===== src/rtl/bfloat_pkg.sv =====
// rtl/bfloat_pkg.sv - shared bfloat16 types, constants and operand classification
//
// Contents:
//   bf16_t      packed {sign, exp[7:0], man[6:0]}
//   bf_flags_t  packed {nv, of, uf, nx}
//   bf_class_t  packed {zero, inf, nan}
//   bf_classify subnormals are reported as zero (flush-to-zero inputs)
package bfloat_pkg;

    typedef struct packed {
        logic       sign;
        logic [7:0] exp;
        logic [6:0] man;
    } bf16_t;

    typedef struct packed {
        logic nv;
        logic of;
        logic uf;
        logic nx;
    } bf_flags_t;

    typedef struct packed {
        logic zero;
        logic inf;
        logic nan;
    } bf_class_t;

    localparam int          BF16_BIAS = 127;
    localparam logic [15:0] BF16_QNAN = 16'hFFFF;
    localparam logic [15:0] BF16_PINF = 16'h7F80;
    localparam logic [15:0] BF16_NINF = 16'hFF80;

    function automatic bf_class_t bf_classify(input bf16_t x);
        bf_class_t c;
        c.zero = (x.exp == 8'h00);
        c.inf  = (x.exp == 8'hFF) && (x.man == 7'h00);
        c.nan  = (x.exp == 8'hFF) && (x.man != 7'h00);
        return c;
    endfunction

endpackage


===== src/rtl/bfloat_round_norm.sv =====
// rtl/bfloat_round_norm.sv - combinational normalise, RNE round and exception select
//
// Ports:
//   sign_i    result sign
//   exp_i     biased exponent before normalisation, 10-bit signed
//   mant_i    raw 8x8 significand product, in [2^14, 2^16)
//   cls_a_i   class bits of operand a
//   cls_b_i   class bits of operand b
//   res_o     bf16 result
//   flags_o   {nv, of, uf, nx}
module bfloat_round_norm
    import bfloat_pkg::*;
#(
    parameter logic [15:0] QNAN    = BF16_QNAN,
    parameter bit          FTZ_OUT = 1'b1
) (
    input  logic               sign_i,
    input  logic signed [9:0]  exp_i,
    input  logic        [15:0] mant_i,
    input  bf_class_t          cls_a_i,
    input  bf_class_t          cls_b_i,
    output logic        [15:0] res_o,
    output bf_flags_t          flags_o
);

    logic        [6:0] frac;
    logic              rnd_bit;
    logic              sticky;
    logic              round_up;
    logic        [7:0] frac_sum;
    logic signed [9:0] exp_fin;
    logic              invalid;
    logic              any_inf;
    logic              any_zero;

    always_comb begin
        // The product of two 1.x significands lies in [1,4); bit 15 tells
        // which binade it landed in.
        if (mant_i[15]) begin
            frac    = mant_i[14:8];
            rnd_bit = mant_i[7];
            sticky  = |mant_i[6:0];
        end else begin
            frac    = mant_i[13:7];
            rnd_bit = mant_i[6];
            sticky  = |mant_i[5:0];
        end

        round_up = rnd_bit & (sticky | frac[0]);
        frac_sum = {1'b0, frac} + {7'b0, round_up};

        // frac_sum[7] means 1.1111111 rounded up to 10.0000000; the
        // wrapped fraction (zero) is already correct, only the exponent moves.
        exp_fin = exp_i
                + (mant_i[15]  ? 10'sd1 : 10'sd0)
                + (frac_sum[7] ? 10'sd1 : 10'sd0);

        invalid  = cls_a_i.nan | cls_b_i.nan
                 | (cls_a_i.inf & cls_b_i.zero)
                 | (cls_a_i.zero & cls_b_i.inf);
        any_inf  = cls_a_i.inf | cls_b_i.inf;
        any_zero = cls_a_i.zero | cls_b_i.zero;

        res_o      = {sign_i, exp_fin[7:0], frac_sum[6:0]};
        flags_o    = '0;
        flags_o.nx = rnd_bit | sticky;

        if (invalid) begin
            res_o      = QNAN;
            flags_o    = '0;
            flags_o.nv = 1'b1;
        end else if (any_inf) begin
            res_o   = sign_i ? BF16_NINF : BF16_PINF;
            flags_o = '0;
        end else if (any_zero) begin
            res_o   = {sign_i, 15'h0000};
            flags_o = '0;
        end else if (exp_fin >= 10'sd255) begin
            res_o      = sign_i ? BF16_NINF : BF16_PINF;
            flags_o    = '0;
            flags_o.of = 1'b1;
            flags_o.nx = 1'b1;
        end else if (exp_fin <= 10'sd0) begin
            // Denormal output is not built; with FTZ_OUT cleared the
            // unflushed (wrapped) bits pass through unchanged.
            res_o      = FTZ_OUT ? {sign_i, 15'h0000}
                                 : {sign_i, exp_fin[7:0], frac_sum[6:0]};
            flags_o    = '0;
            flags_o.uf = 1'b1;
            flags_o.nx = 1'b1;
        end
    end

endmodule


===== src/rtl/bfloat_mul_pipe.sv =====
// rtl/bfloat_mul_pipe.sv - 3-stage pipelined bfloat16 multiplier with valid/ready flow
//
// Ports:
//   clk        rising-edge clock
//   rst        asynchronous active-high reset
//   in_valid   a/b valid this cycle
//   in_ready   stage can accept; transfer on in_valid & in_ready
//   a, b       bf16 operands
//   out_valid  p/out_flags valid
//   out_ready  consumer accepts; transfer on out_valid & out_ready
//   p          RNE-rounded bf16 product
//   out_flags  {nv, of, uf, nx}
//
// Stages: S1 classify/unpack, S2 significand multiply, S3 round/except
// (combinational in bfloat_round_norm) captured into the output register.
module bfloat_mul_pipe
    import bfloat_pkg::*;
#(
    parameter logic [15:0] QNAN    = BF16_QNAN,
    parameter bit          FTZ_OUT = 1'b1
) (
    input  logic        clk,
    input  logic        rst,
    input  logic        in_valid,
    output logic        in_ready,
    input  logic [15:0] a,
    input  logic [15:0] b,
    output logic        out_valid,
    input  logic        out_ready,
    output logic [15:0] p,
    output logic [3:0]  out_flags
);

    bf16_t a_op;
    bf16_t b_op;
    logic  en;

    // Stage 1 registers
    logic              v1_q;
    logic              sign1_q, sign1_d;
    logic signed [9:0] e1_q, e1_d;
    logic        [7:0] ma1_q, ma1_d;
    logic        [7:0] mb1_q, mb1_d;
    bf_class_t         ca1_q, ca1_d;
    bf_class_t         cb1_q, cb1_d;

    // Stage 2 registers
    logic              v2_q;
    logic              sign2_q;
    logic signed [9:0] e2_q;
    logic       [15:0] m2_q, m2_d;
    bf_class_t         ca2_q;
    bf_class_t         cb2_q;

    // Stage 3 (output) registers
    logic              v3_q;
    logic       [15:0] p3_q, p3_d;
    bf_flags_t         f3_q, f3_d;

    assign a_op = a;
    assign b_op = b;

    // One global enable: the whole pipe advances unless a result is stuck
    // at the output. Bubbles travel with the data rather than being squeezed out.
    assign en       = ~v3_q | out_ready;
    assign in_ready = en & ~rst;

    always_comb begin
        sign1_d = a_op.sign ^ b_op.sign;
        e1_d    = $signed({2'b00, a_op.exp}) + $signed({2'b00, b_op.exp})
                - 10'(BF16_BIAS);
        ma1_d   = {1'b1, a_op.man};
        mb1_d   = {1'b1, b_op.man};
        ca1_d   = bf_classify(a_op);
        cb1_d   = bf_classify(b_op);
    end

    assign m2_d = 16'(ma1_q) * 16'(mb1_q);

    bfloat_round_norm #(
        .QNAN    (QNAN),
        .FTZ_OUT (FTZ_OUT)
    ) u_round_norm (
        .sign_i  (sign2_q),
        .exp_i   (e2_q),
        .mant_i  (m2_q),
        .cls_a_i (ca2_q),
        .cls_b_i (cb2_q),
        .res_o   (p3_d),
        .flags_o (f3_d)
    );

    always_ff @(posedge clk or posedge rst) begin
        if (rst) begin
            v1_q    <= 1'b0;
            sign1_q <= 1'b0;
            e1_q    <= '0;
            ma1_q   <= '0;
            mb1_q   <= '0;
            ca1_q   <= '0;
            cb1_q   <= '0;
            v2_q    <= 1'b0;
            sign2_q <= 1'b0;
            e2_q    <= '0;
            m2_q    <= '0;
            ca2_q   <= '0;
            cb2_q   <= '0;
            v3_q    <= 1'b0;
            p3_q    <= '0;
            f3_q    <= '0;
        end else if (en) begin
            v1_q    <= in_valid;
            sign1_q <= sign1_d;
            e1_q    <= e1_d;
            ma1_q   <= ma1_d;
            mb1_q   <= mb1_d;
            ca1_q   <= ca1_d;
            cb1_q   <= cb1_d;
            v2_q    <= v1_q;
            sign2_q <= sign1_q;
            e2_q    <= e1_q;
            m2_q    <= m2_d;
            ca2_q   <= ca1_q;
            cb2_q   <= cb1_q;
            v3_q    <= v2_q;
            p3_q    <= p3_d;
            f3_q    <= f3_d;
        end
    end

    assign out_valid = v3_q;
    assign p         = p3_q;
    assign out_flags = f3_q;

endmodule


===== config.mk =====
export PLATFORM = sky130hd
export DESIGN_NAME = bfloat_mul_pipe
export DESIGN_NICKNAME = d
export VERILOG_FILES = /design/src/rtl/bfloat_pkg.sv /design/src/rtl/bfloat_round_norm.sv /design/src/rtl/bfloat_mul_pipe.sv
export SDC_FILE = /design/constraint.sdc
export NUM_CORES = 1
export LEC_CHECK = 0
export BUFFER_PORTS_ARGS = -buffer_cell sky130_fd_sc_hd__buf_2
export CAP_MARGIN = 20
export CORE_ASPECT_RATIO = 1.4
export CORE_MARGIN = 3
export CORE_UTILIZATION = 46
export CTS_BUF_LIST = sky130_fd_sc_hd__clkbuf_4 sky130_fd_sc_hd__clkbuf_8
export DETAILED_ROUTE_END_ITERATION = 8
export RECOVER_POWER = 50
export SETUP_SLACK_MARGIN = 0.05
export SLEW_MARGIN = 20
export SYNTH_ARGS = -nofsm -noshare
export SYNTH_HDL_FRONTEND = slang
export SYNTH_SLANG_ARGS = --single-unit

===== constraint.sdc =====
create_clock -name clk -period 11.65 [get_ports clk]
set_input_delay 2.33 -clock clk [delete_from_list [all_inputs] [get_ports clk]]
set_output_delay 2.33 -clock clk [all_outputs]
set_load 0.05 [all_outputs]

; ---- Word level (Yosys, flattened, before mapping)
; Index checks and enable logic that the tools add are counted.
[totals]
reg_bits = 89
latch_bits = 0
mem_bits_rw = 0
mem_bits_ro = 0
in_bits = 36
output_inout_bits = 22
memories = 0
[op_classes]
add_sub_neg = 5
multipliers = 1
n_div = 0
magnitude_cmp = 2
eq_ne = 2
shifts = 0
n_mux = 16
bitwise = 15
n_reduce_logical = 12
[op_table]
columns = operator, count
row1 = 16-bit two-way mux, 5
row2 = 10-bit adder, 2
row3 = "8-bit equality test, second input constant", 2
row4 = 8-bit zero test, 2
row5 = 8-bit by 8-bit multiplier with 16-bit output, 1
row6 = 4-bit two-way mux, 4
row7 = 15-bit two-way mux, 1
row8 = 7-bit zero test, 2
row9 = 7-bit nonzero test, 2
row10 = "10-bit by 9-bit greater-or-equal comparator with 1-bit output, second input constant", 1
row11 = "10-bit by 1-bit <= comparator with 1-bit output, second input constant", 1
row12 = "9-bit by 7-bit subtractor with 10-bit output, second input constant", 1
row13 = 8-bit by 8-bit adder with 9-bit output, 1
row14 = 7-bit by 1-bit adder with 8-bit output, 1
row15 = 1-bit bitwise OR, 8
row16 = 7-bit two-way mux, 1
row17 = 7-bit OR reduction, 1
row18 = 6-bit OR reduction, 1
row19 = 1-bit bitwise AND, 4
row20 = 1-bit logical AND, 4
row21 = 1-bit two-way mux, 4
row22 = 2-bit two-way mux, 1
row23 = 1-bit inverter, 2
row24 = 1-bit XOR, 1

; ---- Depth between registers and ports, before layout
; Gate-level depths: netlist of run 1.
[logic_depth]
ltp_word = 13
mapped_depth = 16

; ---- By module
; A second synthesis of run 1 with hierarchy kept.
[unflattened]
hier_cells = 809
hier_area_um2 = 6875.3
[modules_own_cells]
columns = module, instances, cells_each, area_each_um2, seq_area_each_um2
row1 = bfloat_mul_pipe, 1, 663, 5886.9, 2202.1
row2 = bfloat_round_norm, 1, 146, 988.4, 0.0

; ---- Worst setup path before layout of run 1
; No wires, ideal clock.
[synth_path]
path_kind = input to output
from = input port out_ready
to = output port in_ready
t_arrival_ns = 3.591
required_time_ns = 9.320
setup_slack_ns = 5.729
path_stages = 4
path_cell_list = and2b_2 > clkbuf_1 > clkbuf_1 > nor2_1
[synth_via]
elab_chain_len = 2
[synth_rtl]
columns = item, line_no
row1 = start: declaration, bfloat_mul_pipe.sv:29  ; input logic out_ready,
row2 = 1-bit bitwise OR, bfloat_mul_pipe.sv:65  ; assign en = ~v3_q | out_ready;
row3 = 1-bit bitwise AND, bfloat_mul_pipe.sv:66  ; assign in_ready = en & ~rst;
row4 = end: declaration, bfloat_mul_pipe.sv:25  ; output logic in_ready,
; Every way passes these cells.

==> results of run 1 <==
-- layout by cell type, fill, tap and decap left out, types with 3 or more instances in the layout --
master    instances
or3_1             3
nor2b_1           4
o211ai_1          6
mux2_2            3
ha_1             54
a22oi_1           8
o21ai_0          29
nand4_1           5
o31ai_2           7
nand2b_1         10
a21oi_1          29
dfrtp_1          88
a211oi_1          4
nor3_1           11
a21o_1            6
buf_2            56
clkbuf_8          9
nand3_1          24
and2_1           55
o21a_1            3
xnor2_1          14
nor2_1           30
inv_1            68
mux2i_1           4
nand2_1         152
clkbuf_1          3
nor4_1            9
xor2_1           14
nand3b_1          3
fa_1             38
-- Yosys cell counts (all sizes together) (2+ instances only) --
cell	number	area share [%]
nand2	152	8.4
dfrtp	88	32
inv	69	3.8
and2	56	5.2
ha	54	10
fa	38	11
nor2	30	1.7
o21ai	30	2.3
a21oi	29	2.1
nand3	26	2.2
clkbuf	19	1.1
xor2	15	2.0
xnor2	14	1.8
buf	11	1.3
nand2b	11	1.0
nor3	11	0.81
nor4	11	1.2
a22oi	8	0.89
o31ai	8	1.4
o211ai	7	0.85
a21o	6	0.66
nand4	5	0.46
a211oi	4	0.44
mux2i	4	0.59
nor2b	4	0.37
a31oi	3	0.50
mux2	3	0.50
nand3b	3	0.33
o21a	3	0.33
or3	3	0.28
a21boi	2	0.22
a22o	2	0.26
a32o	2	0.30
a41oi	2	0.26
and2b	2	0.26
and3	2	0.18
o21bai	2	0.22
or2	2	0.18
-- per-stage QoR --
stage          utilization [%]  instance area (sq um)
5_1_grt                  52.08                   7378
4_1_cts                  52.15                   7387
6_report                 52.08                   7378
3_3_place_gp             50.56                   7162
2_1_floorplan                -                   6779
3_5_place_dp             50.56                   7162
-- metal layers --
layer	up-vias	GRT usage, %	share of wire (%)
li1	2588	-	-
met5	-	0	0
met3	17	2.244	1.9
met4	0	5.559	1.8
met2	62	36.94	55
met1	2586	24.44	41
-- cells by family after synthesis --
group | count (synthesis) | share of synthesized area [%]
XOR/XNOR | 29 | 3.858
buffers and inverters | 99 | 6.183
flip-flops | 88 | 32.48
multiplexers | 7 | 1.089
AO/OA/AOI/OAI | 115 | 11.76
adder cells (fa/ha/maj) | 92 | 21.19
AND/OR/NAND/NOR | 324 | 23.44
-- final cells by class --
class	instances	area share, %
multi-input combinational	567	56.38
timing repair buffer	60	4.053
tap	185	3.137
clock inverter	7	1.374
clock buffer	9	1.679
sequential	88	29.85
inverter	69	3.527
-- worst max path at each step --
stage | startpoint | endpoint | cells past startpoint
finish | rst | m2_q[8] | 3
global route | rst | m2_q[8] | 3
CTS | out_ready | in_ready | 4
detailed placement | out_ready | in_ready | 4
global placement | out_ready | in_ready | 4
floorplan | out_ready | in_ready | 4
-- registers in the layout, indices dropped and copies added (netlist names) --
signal     count
m2_q          16
p             16
sign2_q        1
out_valid      1
v2_q           1
cb2_q          3
ca1_q          3
e2_q          10
cb1_q          3
out_flags      4
mb1_q          7
ma1_q          8
ca2_q          3
sign1_q        1
e1_q          10
v1_q           1
-- worst register-to-register path: stages, from the launching register on --
cell	delay, ns
dfrtp_1	0.49
and2_1	0.22
fa_1	0.45
fa_1	0.54
inv_1	0.05
fa_1	0.47
fa_1	0.55
inv_1	0.04
ha_1	0.34
and2_1	0.16
a311oi_1	0.45
a211oi_1	0.18
o31ai_1	0.35
xor2_1	0.19
a21oi_1	0.08
==> impl_metrics.ini, run 1 <==
[cts]
max-clock-path-buffers = 2
post_cts_resized = 0
post_cts_buffers = 0
clk_pin_slew_worst_paths_ns = 0.10
clock_latency_ns = 0.36
cts-buffers-inserted = 9
cts_tree = done
cts_hold_buf = 0
clock_sink_count = 88
h-tree-depth = 3
root_buffer = clkbuf_8

[setup_path]
cp_cell_sequence = clkbuf_1, clkinvlp_2, clkbuf_1
path_class = primary input to async pin
required_ns = 11.09
cp_common_cell = clkbuf_1
worst-path-buf-inv = 3
arrival_ns = 5.82
timing.rr.start = mb1_q[4]
path_max_fanout = 82
worstRegToRegCells = 14
crit_slowest_cell = clkbuf_1
start_kind = primary input
cp-end-kind = async pin
cpLargestDelayFamily = buffers and inverters
reg2reg_to = m2_q[14]
max_stage_delay_ns = 3.11
ff2ff_setup_slack_ns = 6.83

[floorplan]
rows = 51
dieWidth_um = 108.6
die_area_sq_um = 16250
io-pin-count = 58
start_util_pct = 47.85
core_sq_um = 14170
fp.dieH_um = 149.6

[logic_synthesis]
synthCells = 754
syn_area_sq_um = 6779
synth_cell_types = 63
seq_area_frac_synth_pct = 32.48
syn_area_per_cell_sq_um = 8.991
synth_flop_cell = dfrtp_1
yosysWarnings = 0
synth_edf_count = 0
synthArstFlopShare_pct = 100.0
synth_fp_nets = 882
ys_seq_elements = 88

[sta]
fmax_mhz = 156.5
drv_slew = 169
tns_ns = 0
period_minus_slack_ns = 6.388
worstMarginPinSlew_ns = 4.434
setup_violations = 0
finalHoldViolCount = 0
fin_ws_ns = 5.262
fin_worst_skew_ns = 0.007663
rsz0062_at_grt = false
holdWs_ns = 0.4694
slew_headroom_pct = -195.6
fin_crit_sh_pct = 54.83

[drt]
drt-initial-drc-count = 309
wl_um = 14940
wl_per_cell_um = 15.17
firstDrtPassIters = 5
ant_nets = 0
drc_errors = 0
via_per_inst = 5.333
dr_total_vias = 5253

[hold_path]
hold_path_depth = 2
hold_path_class = flip-flop to flip-flop
hold_start = v2_q
min_to = v2_q

[grt]
grt_pass1_wl_um = 26090
grt_max_degree = 86
first_global_vias = 5420
grt-ovfl-total = 0
antenna_found_initial = 0
track_usage_pct = 20.05

[final_layout]
drive_above_1_share_pct = 12.88
nNetsFinal = 923
fillers = 1382
seqCellArea_sq_um = 2202
multi_input_area_sq_um = 4160
area_growth_pct = 8.841
n_antenna_cell = 0
layout.cells.non_filler = 985

[job]
drv_cap = 2

[placed_design]
gp_congestion = 0.8925
hpwl_um = 11390
dp_slack_ns = 6.353
io_buffer_count = 57
dpl.cell_count = 969

[run_status]
outcome = finished, violations left
violations = capacitance limit, slew limit
Power of run 1 is not shown: default switching activity piles up to over one toggle a cycle in this logic, so the estimate is an artifact.
==> run 2: changes to the inputs <==
--- a/config.mk
+++ b/config.mk
@@ -12,6 +12,7 @@
 export CORE_UTILIZATION = 46
 export CTS_BUF_LIST = sky130_fd_sc_hd__clkbuf_4 sky130_fd_sc_hd__clkbuf_8
 export DETAILED_ROUTE_END_ITERATION = 8
+export PLACE_DENSITY = 0.67
 export RECOVER_POWER = 50
 export SETUP_SLACK_MARGIN = 0.05
 export SLEW_MARGIN = 20
==> constraint.sdc (replaced) <==
create_clock -name clk -period 5.5 [get_ports clk]
set_input_delay 1.1 -clock clk [delete_from_list [all_inputs] [get_ports clk]]
set_output_delay 1.1 -clock clk [all_outputs]
set_load 0.05 [all_outputs]
==> run 2 against run 1 <==
The run still ends with capacitance limit, slew limit left. Sequential share of layout area is essentially flat. Core utilization is essentially flat. Hold slack better by 0.010 ns. Cell area hardly changed. Die area did not move. Critical endpoint is now m2_q[14].
==> impl_metrics.ini, run 2 (same netlist as run 1, synthesis figures left out) <==
[drt]
ant_nets = 0
via_per_inst = 5.379
wl_per_cell_um = 16.01
drt-initial-drc-count = 277
drc_errors = 0
dr_total_vias = 5298
firstDrtPassIters = 5
wl_um = 15770

[cts]
clock_latency_ns = 0.37
h-tree-depth = 3
cts_hold_buf = 0
cts_tree = done
max-clock-path-buffers = 2
clk_pin_slew_worst_paths_ns = 0.09
root_buffer = clkbuf_8
post_cts_buffers = 0
cts-buffers-inserted = 9
post_cts_resized = 0
clock_sink_count = 88

[floorplan]
io-pin-count = 58
dieWidth_um = 108.6
start_util_pct = 47.85
rows = 51
core_sq_um = 14170
die_area_sq_um = 16250
fp.dieH_um = 149.6

[sta]
fin_crit_sh_pct = 84.44
slew_headroom_pct = -69.62
fin_worst_skew_ns = 0.01206
period_minus_slack_ns = 4.644
finalHoldViolCount = 0
fmax_mhz = 215.3
fin_ws_ns = 0.8559
setup_violations = 0
drv_slew = 91
tns_ns = 0
rsz0062_at_grt = false
worstMarginPinSlew_ns = 2.530

[run_status]
outcome = finished, violations left
violations = capacitance limit, slew limit

[placed_design]
gp_congestion = 0.8996
io_buffer_count = 57
dpl.cell_count = 969
dp_slack_ns = 0.8840
hpwl_um = 12220

[grt]
grt-ovfl-total = 0
grt_max_degree = 59
grt_pass1_wl_um = 27160
antenna_found_initial = 0
track_usage_pct = 21.24
first_global_vias = 5554

[setup_path]
start_kind = flip-flop
cp-end-kind = flip-flop
arrival_ns = 4.88
path_class = flip-flop to flip-flop
path_max_fanout = 9
required_ns = 5.74
ff2ff_setup_slack_ns = 0.86

[final_layout]
drive_above_1_share_pct = 12.88
n_antenna_cell = 0
area_growth_pct = 8.915
nNetsFinal = 923
layout.cells.non_filler = 985
mostFrequentLayoutCells = 152 x nand2_1, 88 x dfrtp_1, 68 x inv_1, 56 x buf_2, 55 x and2_1
layout_commonest_cell = nand2_1
fillers = 1335

[hold_path]
hold_path_class = flip-flop to flip-flop

[job]
drv_cap = 2
==> run 2: changes by cell type in the layout (fill, tap and decap cells not counted), sizes merged <==
cell,before,now
inv,71,69
clkinv,1,0
clkinvlp,2,4
buf,57,58
==> run 2: final timing paths <==
path	startpoint	end	depth (start not counted)
worst max register to register	ma1_q[1]	m2_q[14]	14
worst min register to register	cb1_q[2]	cb1_q[2]	2
min in group asynchronous	rst	mb1_q[0]	2
max in group asynchronous	rst	e2_q[2]	3
worst min-delay path	cb1_q[2]	cb1_q[2]	2
worst max-delay path	ma1_q[1]	m2_q[14]	14
==> run 2: metrics by stage <==
| stage | instance area (sq um) | hold slack, ns | utilization, % |
|---|---|---|---|
| after floorplan | 6779 | 0.4300 | - |
| after global placement | 7162 | 0.4442 | 50.56 |
| after detailed placement | 7162 | 0.4587 | 50.56 |
| after CTS | 7391 | 0.4770 | 52.17 |
| after global routing | 7383 | 0.5031 | 52.12 |
| final | 7383 | 0.4795 | 52.12 |
==> run 2: routing by layer <==
metal  up-vias  part of all wire [%]  track usage [%]
met5         -                     0                0
met4         0                   2.0            6.633
met3        22                   2.8            2.028
met2        93                    56            39.33
met1      2596                    39            25.64
li1       2587                     -                -
==> run 2: final cells by class <==
class,instances,area [sq um],share of cell area [%]
multi-input combinational,567,4158,56.31
sequential,88,2202,29.83
timing repair buffer,60,302.8,4.101
inverter,69,260.3,3.525
tap,185,231.5,3.135
clock buffer,10,137.6,1.864
clock inverter,6,91.34,1.237
==> run 2: critical path, stage by stage, from the launching register on <==
cell and delay [ns]:
dfrtp_1 0.48, and2_1 0.20, fa_1 0.45, fa_1 0.54, inv_1 0.05, fa_1 0.46
fa_1 0.59, inv_1 0.06, ha_1 0.35, and2_1 0.16, a311oi_1 0.43, a211oi_1 0.18
o31ai_1 0.31, xor2_1 0.18, a21oi_1 0.08
Power of run 2 is left out for the same reason.
